File: src/rtl/delay_probe_ctrl.sv
// Round-trip latency probe for a 2-phase bundled-data delay chain: launches one req_o
// transition per measurement and counts cycles until the synchronised ack returns.
// Optional min/max latency statistics are enabled with `define DELAY_PROBE_MINMAX_EN.
module delay_probe_ctrl #(
    parameter int CNT_W       = 8,
    parameter int SYNC_STAGES = 2,
    parameter int TIMEOUT     = 200
) (
    input  logic             clk,
    input  logic             rst,
    input  logic             start,
    output logic             req_o,
    input  logic             ack_i,
    output logic             busy,
    output logic             done,
    output logic             timeout_o,
    output logic [CNT_W-1:0] lat
`ifdef DELAY_PROBE_MINMAX_EN
    ,
    input  logic             clear_stats,
    output logic [CNT_W-1:0] min_lat,
    output logic [CNT_W-1:0] max_lat
`endif
);

    localparam logic [CNT_W-1:0] L_TMO = CNT_W'(TIMEOUT);

    typedef enum logic [1:0] {
        S_IDLE,
        S_WAIT,
        S_RECOVER
    } state_t;

    state_t                 r_state;
    state_t                 w_next;
    logic [SYNC_STAGES-1:0] r_sync;
    logic                   r_req;
    logic                   r_busy;
    logic                   r_done;
    logic                   r_tmo;
    logic [CNT_W-1:0]       r_cnt;
    logic [CNT_W-1:0]       r_lat;
    logic                   w_ack_s;
    logic                   w_match;
    logic                   w_launch;
    logic                   w_finish;
    logic                   w_expire;
    logic                   w_inc;
    logic                   w_release;

    // ack_i is asynchronous to clk; only the last stage is ever looked at
    always_ff @(posedge clk) begin
        if (!rst) r_sync <= '0;
        else      r_sync <= {r_sync[SYNC_STAGES-2:0], ack_i};
    end

    assign w_ack_s = r_sync[SYNC_STAGES-1];
    assign w_match = (w_ack_s == r_req);

    always_ff @(posedge clk) begin
        if (!rst) r_state <= S_IDLE;
        else      r_state <= w_next;
    end

    always_comb begin
        w_next    = r_state;
        w_launch  = 1'b0;
        w_finish  = 1'b0;
        w_expire  = 1'b0;
        w_inc     = 1'b0;
        w_release = 1'b0;
        case (r_state)
            S_IDLE: begin
                // a start while the chain is still mid-event would corrupt the 2-phase protocol
                if (start && w_match) begin
                    w_launch = 1'b1;
                    w_next   = S_WAIT;
                end
            end
            S_WAIT: begin
                if (w_match) begin
                    w_finish = 1'b1;
                    w_next   = S_IDLE;
                end else if (r_cnt == L_TMO) begin
                    w_expire = 1'b1;
                    w_next   = S_RECOVER;
                end else begin
                    w_inc = 1'b1;
                end
            end
            S_RECOVER: begin
                if (w_match) begin
                    w_release = 1'b1;
                    w_next    = S_IDLE;
                end
            end
            default: w_next = S_IDLE;
        endcase
    end

    always_ff @(posedge clk) begin
        if (!rst) begin
            r_req  <= 1'b0;
            r_cnt  <= '0;
            r_busy <= 1'b0;
            r_done <= 1'b0;
            r_tmo  <= 1'b0;
            r_lat  <= '0;
        end else begin
            r_done <= w_finish | w_expire;
            if (w_launch) begin
                r_req  <= ~r_req;
                r_cnt  <= '0;
                r_tmo  <= 1'b0;
                r_busy <= 1'b1;
            end
            if (w_inc) r_cnt <= r_cnt + CNT_W'(1);
            if (w_finish) begin
                r_lat  <= r_cnt;
                r_busy <= 1'b0;
            end
            // busy stays high through RECOVER so no new event is launched into a live chain
            if (w_expire) begin
                r_lat <= L_TMO;
                r_tmo <= 1'b1;
            end
            if (w_release) r_busy <= 1'b0;
        end
    end

    assign req_o     = r_req;
    assign busy      = r_busy;
    assign done      = r_done;
    assign timeout_o = r_tmo;
    assign lat       = r_lat;

`ifdef DELAY_PROBE_MINMAX_EN
    logic [CNT_W-1:0] r_min;
    logic [CNT_W-1:0] r_max;

    always_ff @(posedge clk) begin
        if (!rst || clear_stats) begin
            r_min <= '1;
            r_max <= '0;
        end else if (w_finish) begin
            if (r_cnt < r_min) r_min <= r_cnt;
            if (r_cnt > r_max) r_max <= r_cnt;
        end
    end

    assign min_lat = r_min;
    assign max_lat = r_max;
`endif

endmodule

File: config.mk
export PLATFORM = sky130hd
export DESIGN_NAME = delay_probe_ctrl
export DESIGN_NICKNAME = d
export VERILOG_FILES = /design/src/rtl/delay_probe_ctrl.sv
export SDC_FILE = /design/constraint.sdc
export NUM_CORES = 1
export LEC_CHECK = 0
export BUFFER_PORTS_ARGS = -buffer_cell sky130_fd_sc_hd__buf_2
export CAP_MARGIN = 0
export CORE_ASPECT_RATIO = 1.1
export CORE_UTILIZATION = 39
export DETAILED_ROUTE_END_ITERATION = 10
export HOLD_SLACK_MARGIN = 0.08
export PLACE_DENSITY = 0.7
export SYNTH_ARGS = -nofsm -noshare
export SYNTH_HDL_FRONTEND = slang
export SYNTH_SLANG_ARGS = --single-unit
File: constraint.sdc
create_clock -name clk -period 1.5 [get_ports clk]
set_input_delay 0.15 -clock clk [delete_from_list [all_inputs] [get_ports clk]]
set_output_delay 0.15 -clock clk [all_outputs]
set_load 0.01 [all_outputs]
==> metrics <==
status complete, but fails checks; failing checks negative setup slack; DPL Wire Length 1.73 mm; CP Class flop to flop; MaxCap Viol Count 0; PortBufs 15; Worst EP required ~1.8 ns; nature of the critical path startpoint flop; WP data arrival around 1.8 ns; row cnt 18; Max-Slew Margin vs Limit 0.790; Synth Warn # 0; Setup-failing EPs final 4; Setup crit end kind flop; IR drop worst, VDD 616 uV; global route total overflow 0; Post-synth EDFFs 0; Hold Violations, Final 0; Min-Delay Path Depth 3; ANT nets after route 0; r2r startpoint r_cnt[2]; P per Cell Area 1040 nW/um^2; cell taking the most area after synthesis dfxtp_1; CTS root buf clkbuf_4; Clock Pin Slew Worst Setup and Hold Paths 0.13 ns; global-route total usage across every layer 0.200; largest net degree at the start of global routing 15; n_diodes 0; routed vias/inst 5.15; final max-slew violation count 0; top area cells in the synthesized netlist dfxtp_1 48%, mux2i_1 8.0%, nor2_1 5.2%, xnor2_1 5.2%, nand3_1 4.0%; Longest Clk Path Bufs 2; Worst path depth 4; Total Power 1.50 mW; Worst Path Buf+Inv 0; maximum fanout along the worst path 3; Reg-to-Reg End lat[6]; setup ws final -0.0736 ns; initial antenna violation count 0; CTS tree built; Initial Util 0.429; placed insts between 150 and 200; Setup crit end lat[6]; clock skew 0.00208 ns; worst r2r path cells 4; register bit count reported by yosys 24; DRC 0; Synth Instances approximately 110; core area 2340 um^2; CTS sink cnt 24; Chip Width slightly above 50 um; Yosys cell types 31; sequential share of the synthesized area 0.478; Nets 153; Vias 907; Syn-to-layout area delta 43.8%; H-tree levels 1; Top delay family on crit path simple AND/OR/NAND/NOR gates; Num CTS Buffers 3; ys async rst share 0; post-synth top area share 0.478; Worst-Margin Slew 0.314 ns; post-synth net total 114; number of I/O pins 16; die area 2780 um^2; min-delay src rst; minimum clock period 1.57 ns; first-pass GRT wire length about 4.2 mm; Pre-Repair DR Iteration Count 4; syn_area_per_cell slightly above 9 um^2; FMAX 636 MHz; DR WL/cell 14.3 um; Critical path origin r_cnt[2]; drt initial violations 14; slowest CP cell or4_4; post-route insts no fill 176; Hold Path Class primary input to flop; routed wire length roughly 2.5 mm; dominant synthesized flop cell dfxtp_1; ratio of final minimum period to clock period 1.05; gpl congestion between 0.9 and 1; P_leak between 0.5 and 0.6 nW; worst skew pair latency around 0.31 ns; crit-path max cell delay 0.45 ns; unrepaired setup endpoints after global routing yes; FF-to-FF setup slack -0.07 ns; Die Ht 55.2 um; crit-path cells or3_4 > or4_4 > nor2b_4 > mux2i_1; Post-Synthesis Cell Area 1000 um^2; WHS 0.157 ns; vias in the first global route 935; layout cell share with drive strength beyond 1 0.425
-- Yosys cell counts, types with 3 or more instances --
master    n
a21oi_1   7
dfxtp_1  24
inv_1     3
mux2i_1   8
nand2_1   8
nand3_1   8
nor2_1   14
xnor2_1   6
-- cell type report --
type                       instances  area [um^2]
inverter                           4         15.0
sequential                        24          487
fill                             206          897
multi-input combinational         79          606
timing repair buffer              35          248
clock inverter                     1         30.0
tap                               30         37.5
clock buffer                       3         22.5
-- timing repair --
item,in CTS,in global routing
pin swaps,3,8
gates resized for setup,15,12
endpoints found under the hold margin,1,0
hold buffers,1,0
setup buffers,1,1
endpoints found under the setup margin,17,19
-- worst min-delay path, stage by stage --
cell	delay, ns
buf_2	0.15
o21ai_0	0.09
a21oi_1	0.04
-- routing by layer --
layer  up-vias  wire [um]  global-route usage
met4         0         63               0.123
met3         6         56              0.0248
met1       442       1110               0.247
li1        447          -                   -
met5         -          0                   0
met2        12       1290               0.324
-- metrics by stage --
step | setup TNS, ns | cell area [um^2] | util | worst slack [ns]
6_report | -0.0999 | 1450 | 0.617 | -0.0736
5_1_grt | -1.09 | 1450 | 0.617 | -0.166
4_1_cts | -0.0554 | 1380 | 0.589 | -0.0333
3_5_place_dp | -0.536 | 1250 | 0.535 | -0.0641
3_3_place_gp | -0.161 | 1250 | 0.535 | -0.0332
2_1_floorplan | -0.222 | 1000 | - | -0.0852
-- kinds of logic after synthesis --
kind of cell	synth area share
XOR/XNOR	0.0697
AO/OA/AOI/OAI	0.0797
flip-flops	0.478
multiplexers	0.0797
buffers and inverters	0.0187
AND/OR/NAND/NOR	0.249
adder cells (fa/ha/maj)	0.0249
-- cells in the final DEF (no fill, tap or decap), types with 4 or more instances in the layout --
cell type	n
dfxtp_1	19
buf_4	16
buf_2	15
nor2_1	14
mux2i_1	8
nand2_1	7
nand3_1	6
xnor2_1	5
dfxtp_2	5
a21oi_1	4
-- state kept, by name (all words and copies together) (netlist names) --
| register | cells |
|---|---|
| r_sync | 2 |
| done | 1 |
| busy | 1 |
| req_o | 1 |
| r_cnt | 8 |
| r_state | 2 |
| lat | 8 |
| timeout_o | 1 |
-- how the worst min path moves through the flow --
stage,end,slack (ns)
after floorplan,r_sync[0],0.28
after global placement,r_sync[0],0.36
after detailed placement,r_sync[0],0.36
after CTS,lat[6],0.13
after global routing,r_sync[0],0.16
final,busy,0.16
-- power breakdown --
| group | internal, mW | switching, mW | leakage (nW) |
|---|---|---|---|
| clock | 0.270 | 0.192 | 0.0279 |
| sequential | 0.666 | 0.0308 | 0.197 |
| combinational | 0.165 | 0.175 | 0.352 |
| total | 1.10 | 0.398 | 0.577 |
Note: power is estimated with default switching activity, not from simulation.
